--- src/rtl/motor_pkg.sv ---
// Shared encodings for the motor PWM controller: channel states, magnitude width,
// PWM counter top and command-byte field positions.
package motor_pkg;

    localparam int MAG_W   = 7;
    localparam int MAG_MAX = 127;
    localparam int DIR_BIT = 7;
    localparam logic [MAG_W-1:0] PWM_TOP = 7'd126;

    typedef enum logic [1:0] {
        CH_IDLE = 2'd0,
        CH_RUN  = 2'd1,
        CH_DEAD = 2'd2
    } ch_state_e;

    // Move cur toward tgt by at most step; a step of MAG_MAX or more lands on tgt.
    function automatic logic [MAG_W-1:0] mag_step(input logic [MAG_W-1:0] cur,
                                                  input logic [MAG_W-1:0] tgt,
                                                  input int step);
        int diff;
        diff = int'(tgt) - int'(cur);
        if (diff > step) return cur + MAG_W'(step);
        else if (diff < -step) return cur - MAG_W'(step);
        return tgt;
    endfunction

endpackage

--- src/rtl/motor_pwm_channel.sv ---
// One H-bridge channel: state | meaning
//   CH_IDLE | magnitude 0, dir held          CH_RUN | driving toward target magnitude
//   CH_DEAD | one full period at 0 before a direction reversal takes effect
module motor_pwm_channel
    import motor_pkg::*;
#(
    parameter int STEP = MAG_MAX
) (
    input  logic             clock,
    input  logic             reset,
    input  logic             boundary,
    input  logic             load,
    input  logic [7:0]       cmd,
    input  logic [MAG_W-1:0] pwm_cnt,
    output logic             pwm,
    output logic             dir
);

    ch_state_e        state_q, state_d;
    logic [MAG_W-1:0] mag_q, mag_d;
    logic             dir_q, dir_d;
    logic [7:0]       tgt_q, tgt_d;
    logic [MAG_W-1:0] cmd_mag;
    logic             cmd_dir;
    logic [7:0]       tgt_eff;
    logic             reversal;

    always_ff @(posedge clock) begin
        if (reset) begin
            state_q <= CH_IDLE;
            mag_q   <= '0;
            dir_q   <= 1'b0;
            tgt_q   <= '0;
        end else begin
            state_q <= state_d;
            mag_q   <= mag_d;
            dir_q   <= dir_d;
            tgt_q   <= tgt_d;
        end
    end

    always_comb begin
        cmd_mag  = cmd[MAG_W-1:0];
        cmd_dir  = cmd[DIR_BIT];
        tgt_eff  = load ? cmd : tgt_q;
        reversal = load && (cmd_mag != '0) && (cmd_dir != dir_q);
    end

    always_comb begin
        state_d = state_q;
        if (boundary) begin
            unique case (state_q)
                CH_IDLE: if (load && cmd_mag != '0) state_d = CH_RUN;
                CH_RUN:  if (reversal) state_d = CH_DEAD;
                         else if (mag_d == '0 && tgt_d[MAG_W-1:0] == '0) state_d = CH_IDLE;
                CH_DEAD: state_d = (tgt_eff[MAG_W-1:0] != '0) ? CH_RUN : CH_IDLE;
                default: state_d = CH_IDLE;
            endcase
        end
    end

    // A load during the dead period only replaces the target; the exit still waits for this boundary.
    always_comb begin
        mag_d = mag_q;
        dir_d = dir_q;
        tgt_d = tgt_q;
        if (boundary) begin
            unique case (state_q)
                CH_IDLE: if (load && cmd_mag != '0) begin
                    dir_d = cmd_dir;
                    tgt_d = cmd;
                    mag_d = mag_step('0, cmd_mag, STEP);
                end
                CH_RUN: if (reversal) begin
                    tgt_d = cmd;
                    mag_d = '0;
                end else begin
                    tgt_d = {dir_q, tgt_eff[MAG_W-1:0]};
                    mag_d = mag_step(mag_q, tgt_eff[MAG_W-1:0], STEP);
                end
                CH_DEAD: begin
                    tgt_d = tgt_eff;
                    if (tgt_eff[MAG_W-1:0] != '0) begin
                        dir_d = tgt_eff[DIR_BIT];
                        mag_d = mag_step('0, tgt_eff[MAG_W-1:0], STEP);
                    end
                end
                default: mag_d = '0;
            endcase
        end
        pwm = (pwm_cnt < mag_q);
        dir = dir_q;
    end

endmodule

--- src/rtl/motor_pwm_ctrl.sv ---
// Four-channel sign-magnitude PWM controller with period-synchronous updates and link watchdog.
// Optional magnitude ramping is enabled by defining MOTOR_PWM_RAMP_EN.
module motor_pwm_ctrl
    import motor_pkg::*;
#(
    parameter int PRESCALE     = 391,
    parameter int WDOG_PERIODS = 200,
    parameter int RAMP_STEP    = 4
) (
    input  logic       clock,
    input  logic       reset,
    input  logic       rdone,
    input  logic [7:0] motor1,
    input  logic [7:0] motor2,
    input  logic [7:0] motor3,
    input  logic [7:0] motor4,
    output logic [3:0] pwm,
    output logic [3:0] dir,
    output logic       fault,
    output logic       pending
);

    localparam int PRESC_W = (PRESCALE > 1) ? $clog2(PRESCALE) : 1;
    localparam int WDOG_W  = $clog2(WDOG_PERIODS + 1);
`ifdef MOTOR_PWM_RAMP_EN
    localparam int EFF_STEP = RAMP_STEP;
`else
    // Any step of at least full scale makes every load immediate.
    localparam int EFF_STEP = (RAMP_STEP > MAG_MAX) ? RAMP_STEP : MAG_MAX;
`endif

    logic [PRESC_W-1:0] presc_q, presc_d;
    logic [MAG_W-1:0]   pwm_cnt_q, pwm_cnt_d;
    logic               rdone_q, rdone_d;
    logic [3:0][7:0]    shadow_q, shadow_d;
    logic               pending_q, pending_d;
    logic [WDOG_W-1:0]  wdog_q, wdog_d;
    logic               fault_q, fault_d;
    logic               tick, boundary, rise, load, expire;

    always_ff @(posedge clock) begin
        if (reset) begin
            presc_q   <= '0;
            pwm_cnt_q <= '0;
            rdone_q   <= 1'b0;
            shadow_q  <= '0;
            pending_q <= 1'b0;
            wdog_q    <= '0;
            fault_q   <= 1'b0;
        end else begin
            presc_q   <= presc_d;
            pwm_cnt_q <= pwm_cnt_d;
            rdone_q   <= rdone_d;
            shadow_q  <= shadow_d;
            pending_q <= pending_d;
            wdog_q    <= wdog_d;
            fault_q   <= fault_d;
        end
    end

    always_comb begin
        tick      = (presc_q == PRESC_W'(PRESCALE - 1));
        presc_d   = tick ? '0 : presc_q + PRESC_W'(1);
        pwm_cnt_d = pwm_cnt_q;
        if (tick) pwm_cnt_d = (pwm_cnt_q == PWM_TOP) ? '0 : pwm_cnt_q + MAG_W'(1);
        boundary  = tick && (pwm_cnt_q == PWM_TOP);
        rdone_d   = rdone;
        rise      = rdone && !rdone_q;
        load      = boundary && pending_q;
        expire    = boundary && !rise && (wdog_q == WDOG_W'(WDOG_PERIODS - 1));

        shadow_d  = shadow_q;
        pending_d = pending_q;
        wdog_d    = wdog_q;
        fault_d   = fault_q;
        // A rise coinciding with a boundary re-arms pending after the old shadow is loaded.
        if (rise) begin
            shadow_d  = {motor4, motor3, motor2, motor1};
            pending_d = 1'b1;
            wdog_d    = '0;
            fault_d   = 1'b0;
        end else begin
            if (load) pending_d = 1'b0;
            if (boundary && wdog_q != WDOG_W'(WDOG_PERIODS)) wdog_d = wdog_q + WDOG_W'(1);
            if (expire) begin
                fault_d   = 1'b1;
                pending_d = 1'b1;
                for (int i = 0; i < 4; i++) shadow_d[i][MAG_W-1:0] = '0;
            end
        end
    end

    for (genvar i = 0; i < 4; i++) begin : g_ch
        motor_pwm_channel #(
            .STEP(EFF_STEP)
        ) u_ch (
            .clock   (clock),
            .reset   (reset),
            .boundary(boundary),
            .load    (load),
            .cmd     (shadow_q[i]),
            .pwm_cnt (pwm_cnt_q),
            .pwm     (pwm[i]),
            .dir     (dir[i])
        );
    end

    assign fault   = fault_q;
    assign pending = pending_q;

endmodule

--- config.mk ---
export PLATFORM = sky130hd
export DESIGN_NAME = motor_pwm_ctrl
export DESIGN_NICKNAME = d
export VERILOG_FILES = /design/src/rtl/motor_pkg.sv /design/src/rtl/motor_pwm_channel.sv /design/src/rtl/motor_pwm_ctrl.sv
export SDC_FILE = /design/constraint.sdc
export NUM_CORES = 1
export LEC_CHECK = 0
export CAP_MARGIN = 25
export CORE_MARGIN = 1.5
export CORE_UTILIZATION = 47
export CTS_BUF_LIST = sky130_fd_sc_hd__clkbuf_4
export DETAILED_ROUTE_END_ITERATION = 6
export PLACE_DENSITY = 0.65
export SYNTH_ARGS = -nofsm -noshare
export SYNTH_HDL_FRONTEND = slang
export SYNTH_SLANG_ARGS = --single-unit
--- constraint.sdc ---
create_clock -name clock -period 4.45 [get_ports clock]
set_input_delay 0.6675 -clock clock [delete_from_list [all_inputs] [get_ports clock]]
set_output_delay 0.6675 -clock clock [all_outputs]
set_load 0.03 [all_outputs]
==> impl_summary.txt, run 1 <==
----------------------------------------------------
[Run status]
  Status ... completed

[Setup path]
  Category of cells accounting for the largest share of critical-path delay ... simple AND/OR/NAND/NOR gates
  Type of the setup path with the least slack ... reg2reg
  Crit path cell chain ... inv_1 -> ha_1 -> and4_1 -> nand4_4 -> buf_12 -> buf_12 -> mux2i_1 -> ha_1 -> fa_1 -> nor2_1 -> a31oi_1 -> nor4_2 -> buf_4 -> mux2i_1 -> a221oi_1 -> o21ai_0 -> nor4_1 -> a41oi_1
  Worst path max stage delay ... 410 ps
  Register-to-register path setup slack ... 260 ps
  Critical Path Sink Type ... flop
  Arrival time of data at the critical path endpoint ... 4630 ps
  Maximum fanout count along the critical path ... 15
  Worst reg2reg path startpoint ... presc_q[0]
  Worst endpoint required time ... 4890 ps
  Number of buffer and inverter instances along the worst setup path ... 4
  Count of cell instances traversed by the critical path ... 18
  Worst reg-to-reg path cell count ... 18
  Cell with the largest stage delay on the worst path ... sky130_fd_sc_hd__fa_1
  Critical R2R Capture ... g_ch[2].u_ch.state_q[0]
  Startpoint class of the critical path ... flop

[Logic synthesis]
  Cell area after synthesis ... 9160 sq um
  Flip-flop and latch count after synthesis ... 131
  Part of the Yosys area used for sequential elements ... 28.6%
  Number of flops mapped to enable cells by yosys ... 0
  Post-Syn Nets ... 1263
  Most numerous cell in the Yosys netlist ... sky130_fd_sc_hd__nor2_1
  Largest cells by area after synthesis ... sky130_fd_sc_hd__dfxtp_1 29%, sky130_fd_sc_hd__ha_1 8.5%, sky130_fd_sc_hd__nor2_1 6.8%
  Yosys top cell by area ... sky130_fd_sc_hd__dfxtp_1
  Cell count after synthesis ... 1162
  Mean instance size in the synthesized netlist ... 7.88 sq um
  Proportion of register bits with asynchronous set or reset after synthesis ... 0%
  Dominant register cell in the synthesized netlist ... sky130_fd_sc_hd__dfxtp_1
  Number of distinct library cells after synthesis ... 74
  Top-area cell type share of the netlist area ... 28.6%
  Yosys Warn Count ... 0
  Most frequent cells after synthesis ... 165 x sky130_fd_sc_hd__nor2_1, 131 x sky130_fd_sc_hd__dfxtp_1, 98 x sky130_fd_sc_hd__nand2_1, 62 x sky130_fd_sc_hd__ha_1, 51 x sky130_fd_sc_hd__a21oi_1

[STA]
  Final worst path period need ... 4190 ps
  Slew at the pin closest to its max-slew limit ... 888 ps
  # setup viols final ... 0
  Layout Skew ... 25.4 ps
  Headroom to the max-slew limit ... 40.3%
  F_max ... 239 MHz
  Pins Over Slew Limit ... 0
  Minimum hold slack ... 501 ps
  Fin crit share ... 94.1%
  Final number of hold-violating endpoints ... 0

[GRT]
  Pin count of the biggest net entering global routing ... 55
  First-pass GRT wire length ... 43400 um
  Number of global-route vias before repair ... 8327
  Antenna violations before repair ... 1
  Global router's overall resource usage ... 27.0%
  Overflow left after global routing ... 0

[Placed design]
  Global placement routability congestion ... 0.977
  Final HPWL DP ... 19400 um
  Number of port buffers ... 44
  Total cell area at the placement stage ... 9900 sq um

[Detailed routing]
  Vias per cell ... 6.11
  Average detailed-routed wire length per instance ... 18.6 um
  Count of nets left with antenna violations after detail routing ... 0
  Routed wire length ... 27100 um
  First drt pass iteration count ... 6
  Routed vias ... 8923
  Iter 0 DRT Violations ... 924
  Drc violations ... 0

[Finish]
  Post-synthesis to final-layout area growth ... 11.9%
  Register area ... 2620 sq um
  Layout cells sized above 1 ... 8.58%
  Number of nets in the finished design ... 1288
  Total area of multi-input combinational cells ... 6060 sq um
  Number of filler instances in the final layout ... 1868
  Finished Cell Area ... 10300 sq um

[Floorplan]
  DIE HEIGHT ... 143 um
  Die area ... 20300 sq um
  Number of primary I/O pins ... 45
  Total core area ... 18900 sq um
  Width of the die ... 143 um
  Site Rows ... 50
  Starting density of the core ... 48.5%

[CTS]
  Clock tree sinks ... 131
  Hold buffers post-CTS ... 0
  Clock tree root driver cell ... sky130_fd_sc_hd__clkbuf_4
  Depth of the CTS H-tree ... 4
  Clock buffer count from CTS ... 17
  Insertion delay to the later sink of the worst-skew pair ... 580 ps
  Max clock buf depth ... 2
  TritonCTS clock tree ... done
  Clock transition at path regs ... 130 ps

[Power and ir drop]
  Leakage Power ... 3.82 nW
  Highest ir drop seen on vdd ... 0.000171 V
  Power per cell area ... 230 nW/um^2

[Worst hold path]
  Min-Delay Endpoint ... fault
  Worst min-delay path category ... reg2reg
  Cell count of the worst hold path ... 2
  Worst hold path startpoint ... fault

[Flow run]
  Max capacitance violation total ... 0

----------------------------------------------------
[metrics by stage]
step	setup slack (ps)	power, W	setup TNS (ps)	std cells	utilization [%]
after global placement	303	0.00144	0	1426	52.4
after detailed placement	242	0.00144	0	1426	52.4
final	261	0.00236	0	1461	54.3
after CTS	220	0.00237	0	1458	54.1
after global routing	-30.5	0.00245	-55.2	1461	54.3
after floorplan	197	0.00136	0	1162	-
[area by class of cell]
| type | count | area share (%) |
|---|---|---|
| tap | 260 | 3.17 |
| antenna | 1 | 0.0244 |
| inverter | 48 | 1.76 |
| multi-input combinational | 914 | 59.1 |
| timing repair buffer | 75 | 7.15 |
| sequential | 131 | 25.6 |
| clock inverter | 13 | 1.78 |
| clock buffer | 19 | 1.39 |
[layout by cell type (no fill, tap or decap), types with 22 or more instances in the layout]
cell type and instances:
sky130_fd_sc_hd__xnor2_1 26, sky130_fd_sc_hd__nand2_1 98, sky130_fd_sc_hd__clkdlybuf4s50_1 43, sky130_fd_sc_hd__nand3_1 49, sky130_fd_sc_hd__nor3_1 42, sky130_fd_sc_hd__o21ai_0 40
sky130_fd_sc_hd__a31oi_1 22, sky130_fd_sc_hd__a22oi_1 48, sky130_fd_sc_hd__buf_4 27, sky130_fd_sc_hd__dfxtp_1 131, sky130_fd_sc_hd__ha_1 62, sky130_fd_sc_hd__mux2i_1 36
sky130_fd_sc_hd__nor2_1 164, sky130_fd_sc_hd__inv_1 46, sky130_fd_sc_hd__a21oi_1 51
[worst min-delay path, cell delays in order (launching register included)]
cell,delay (ps)
sky130_fd_sc_hd__dfxtp_1,360
sky130_fd_sc_hd__nor2_1,50
sky130_fd_sc_hd__nor2_1,70
[worst max-delay path by stage]
stage | start | endpoint | slack [ps]
floorplan | pwm_cnt_q[0] | g_ch[3].u_ch.state_q[0] | 200
global placement | presc_q[0] | g_ch[2].u_ch.state_q[0] | 300
detailed placement | presc_q[0] | g_ch[2].u_ch.state_q[0] | 240
CTS | presc_q[0] | g_ch[2].u_ch.state_q[0] | 220
global route | presc_q[0] | g_ch[2].u_ch.state_q[0] | -30
finish | presc_q[0] | g_ch[2].u_ch.state_q[0] | 260
[layer usage]
| layer | GRT usage [%] | part of all wire, % |
|---|---|---|
| met1 | 36.5 | 46 |
| met2 | 43.1 | 45 |
| met3 | 4.44 | 6.2 |
| met4 | 9.88 | 2.4 |
| met5 | 0 | 0 |
[where the power goes]
group          total [W]  switching [W]  internal, W
logic           0.000188       0.000113    0.0000750
clock network   0.000944       0.000487     0.000457
registers        0.00123      0.0000322      0.00119
total            0.00236       0.000632      0.00173
[repair_timing]
item,CTS,global route
endpoints found under the setup margin,0,2
gates resized for setup,0,3
setup buffers,0,2
[logic make-up after synthesis]
group	count (synthesis)	synth area share [%]
AO/OA/AOI/OAI	268	20.4
multiplexers	57	6.49
adder cells (fa/ha/maj)	66	9.34
buffers and inverters	117	5.49
AND/OR/NAND/NOR	482	25.7
XOR/XNOR	41	3.92
flip-flops	131	28.6
[flip-flops by register name, indices dropped and copies added (netlist names)]
signal             cells
fault                  1
g_ch.u_ch.mag_q       28
wdog_q                 8
g_ch.u_ch.state_q      8
pending                1
rdone_q                1
shadow_q              32
g_ch.u_ch.tgt_q       32
g_ch.u_ch.dir          4
presc_q                9
pwm_cnt_q              7
No activity file was read; power rests on OpenSTA's default activity.
==> run 2, diff against run 1 <==
--- a/config.mk
+++ b/config.mk
@@ -10,7 +10,7 @@
 export CORE_UTILIZATION = 47
 export CTS_BUF_LIST = sky130_fd_sc_hd__clkbuf_4
 export DETAILED_ROUTE_END_ITERATION = 6
-export PLACE_DENSITY = 0.65
+export PLACE_DENSITY = 0.63
 export SYNTH_ARGS = -nofsm -noshare
 export SYNTH_HDL_FRONTEND = slang
 export SYNTH_SLANG_ARGS = --single-unit
==> constraint.sdc (replaced) <==
create_clock -name clock -period 4.51 [get_ports clock]
set_input_delay 0.6765 -clock clock [delete_from_list [all_inputs] [get_ports clock]]
set_output_delay 0.6765 -clock clock [all_outputs]
set_load 0.03 [all_outputs]
==> run 2 against run 1 <==
Fmax fell by 1.0%. Die area is the same. Sequential power is essentially flat. Register-to-register slack better by 20 ps. Largest cell class unchanged.
==> impl_summary.txt, run 2 (synthesis results as in run 1) <==
----------------------------------------------------
[Finish]
  Largest registers ranked by flip-flop count ... g_ch.u_ch.tgt_q (32), shadow_q (32), g_ch.u_ch.mag_q (28) (unchanged)
  Most used cells in the layout excluding fill and tap cells ... 164 x sky130_fd_sc_hd__nor2_1, 131 x sky130_fd_sc_hd__dfxtp_1, 98 x sky130_fd_sc_hd__nand2_1 (unchanged)
  Number of nets in the finished design ... 1288 (unchanged)
  Layout cells sized above 1 ... 8.42% (was 8.58%)
  Layout Cells excl Fill ... 1461 (unchanged)
  Most common library cell in the layout ignoring fill and taps ... sky130_fd_sc_hd__nor2_1 (unchanged)
  Post-synthesis to final-layout area growth ... 11.0% (was 11.9%)

[CTS]
  TritonCTS clock tree ... done (unchanged)
  Hold buffers post-CTS ... 0 (unchanged)
  Depth of the CTS H-tree ... 4 (unchanged)
  Max clock buf depth ... 2 (unchanged)
  Clock tree root driver cell ... sky130_fd_sc_hd__clkbuf_4 (unchanged)
  Clock tree sinks ... 131 (unchanged)
  Clock transition at path regs ... 130 ps (about the same)
  Insertion delay to the later sink of the worst-skew pair ... 560 ps (was 580 ps)
  Clock buffer count from CTS ... 17 (unchanged)

[GRT]
  Overflow left after global routing ... 0 (unchanged)
  Pin count of the biggest net entering global routing ... 70 (was 55)
  First-pass GRT wire length ... 44500 um (was 43400 um)
  Number of global-route vias before repair ... 8428 (was 8327)
  Antenna violations before repair ... 1 (unchanged)
  Global router's overall resource usage ... 27.7% (was 27.0%)

[STA]
  RSZ-0062 raised after global routing ... false
  Total Negative Setup Slacks ... 0 ps (unchanged)
  Layout Skew ... 26.6 ps (was 25.4 ps)
  # setup viols final ... 0 (unchanged)
  Fin crit share ... 93.8% (was 94.1%)
  Slew at the pin closest to its max-slew limit ... 783 ps (was 888 ps)
  F_max ... 236 MHz (was 239 MHz)
  Pins Over Slew Limit ... 0 (unchanged)
  Final number of hold-violating endpoints ... 0 (unchanged)
  Worst setup margin ... 278 ps (was 261 ps)
  Final worst path period need ... 4230 ps (was 4190 ps)
  Minimum hold slack ... 480 ps (was 501 ps)
  Headroom to the max-slew limit ... 47.3% (was 40.3%)

[Setup path]
  Startpoint class of the critical path ... flop (unchanged)
  Worst endpoint required time ... 4950 ps (was 4890 ps)
  Maximum fanout count along the critical path ... 13 (was 15)
  Worst reg2reg path startpoint ... presc_q[5] (was presc_q[0])
  Critical Path Sink Type ... flop (unchanged)
  CP startpoint ... presc_q[5] (was presc_q[0])
  Register-to-register path setup slack ... 280 ps (was 260 ps)
  Arrival time of data at the critical path endpoint ... 4680 ps (was 4630 ps)
  Type of the setup path with the least slack ... reg2reg (unchanged)

[Detailed routing]
  Drc violations ... 0 (unchanged)
  Routed wire length ... 27400 um (was 27100 um)
  Routed vias ... 8963 (was 8923)
  First drt pass iteration count ... 6 (unchanged)
  Vias per cell ... 6.13 (was 6.11)
  Iter 0 DRT Violations ... 889 (was 924)
  Count of nets left with antenna violations after detail routing ... 0 (unchanged)
  Average detailed-routed wire length per instance ... 18.7 um (was 18.6 um)

[Placed design]
  Final HPWL DP ... 19800 um (was 19400 um)
  Number of port buffers ... 44 (unchanged)
  Global placement routability congestion ... 0.942 (was 0.977)
  Worst slack at placement ... 312 ps (was 242 ps)
  # placed instances ... 1427 (was 1426)

[Floorplan]
  Site Rows ... 50 (unchanged)
  Width of the die ... 143 um (unchanged)
  Number of primary I/O pins ... 45 (unchanged)
  Total core area ... 18900 sq um (unchanged)
  Die area ... 20300 sq um (unchanged)
  Starting density of the core ... 48.5% (unchanged)
  DIE HEIGHT ... 143 um (unchanged)

[Worst hold path]
  Worst min-delay path category ... reg2reg (unchanged)
  Worst hold path startpoint ... fault (unchanged)

[Power and ir drop]
  Highest ir drop seen on vdd ... 0.000136 V (was 0.000171 V)
  Power per cell area ... 214 nW/um^2 (was 230 nW/um^2)
  Leakage Power ... 3.78 nW (was 3.82 nW)

[Flow run]
  Max capacitance violation total ... 0 (unchanged)

[Run status]
  Status ... completed (unchanged)

----------------------------------------------------
## run 2: stage by stage
step / power, W / cell area [sq um] / utilization, %
floorplan: 0.00134 / 9160 / -
global placement: 0.00142 / 9890 / 52.4
detailed placement: 0.00142 / 9890 / 52.4
CTS: 0.00219 / 10200 / 53.7
global route: 0.00227 / 10200 / 53.8
finish: 0.00217 / 10200 / 53.8
## run 2: critical path, stage by stage (launching register included)
cell	delay [ps]
sky130_fd_sc_hd__dfxtp_1	380
sky130_fd_sc_hd__or4_4	600
sky130_fd_sc_hd__nor4_4	300
sky130_fd_sc_hd__buf_4	310
sky130_fd_sc_hd__nand2_1	130
sky130_fd_sc_hd__nand2_1	90
sky130_fd_sc_hd__ha_1	220
sky130_fd_sc_hd__nor4b_1	320
sky130_fd_sc_hd__nand3_1	210
sky130_fd_sc_hd__nor2_1	310
sky130_fd_sc_hd__mux2_2	370
sky130_fd_sc_hd__a221oi_1	310
sky130_fd_sc_hd__nand4_1	160
sky130_fd_sc_hd__o31ai_1	300
sky130_fd_sc_hd__a21oi_1	100
## run 2: final timing paths
kind / to / depth (start not counted)
worst min register to register: fault / 2
worst max-delay path: g_ch[0].u_ch.state_q[0] / 14
worst max register to register: g_ch[0].u_ch.state_q[0] / 14
worst min-delay path: fault / 2
## run 2: area by class of cell
cell class                 instances  area (sq um)
fill                            1797          8730
multi-input combinational        914          6050
sequential                       131          2620
timing repair buffer              75           721
tap                              260           325
inverter                          48           180
clock inverter                    15           133
clock buffer                      17           128
antenna                            1          2.50
## run 2: timing repair
action | 4_1_cts | 5_1_grt
endpoints found under the hold margin | 0 | 0
resized for setup | 0 | 1
endpoints found under the setup margin | 0 | 3
setup buffers | 0 | 1
## run 2: routing by layer
metal / global-route usage, % / up-vias / part of all wire, %
met5: 0 / - / 0
met4: 9.39 / 0 / 2.3
met3: 5.05 / 48 / 7.6
met2: 43.9 / 413 / 45
met1: 37.9 / 4206 / 45
li1: - / 4296 / -
## run 2: report_power, final
group          switching, W  leakage [nW]  internal, W
Clock              0.000499         0.126     0.000275
Sequential        0.0000334          1.06      0.00118
Combinational      0.000114          2.59    0.0000740
Total              0.000646          3.78      0.00153
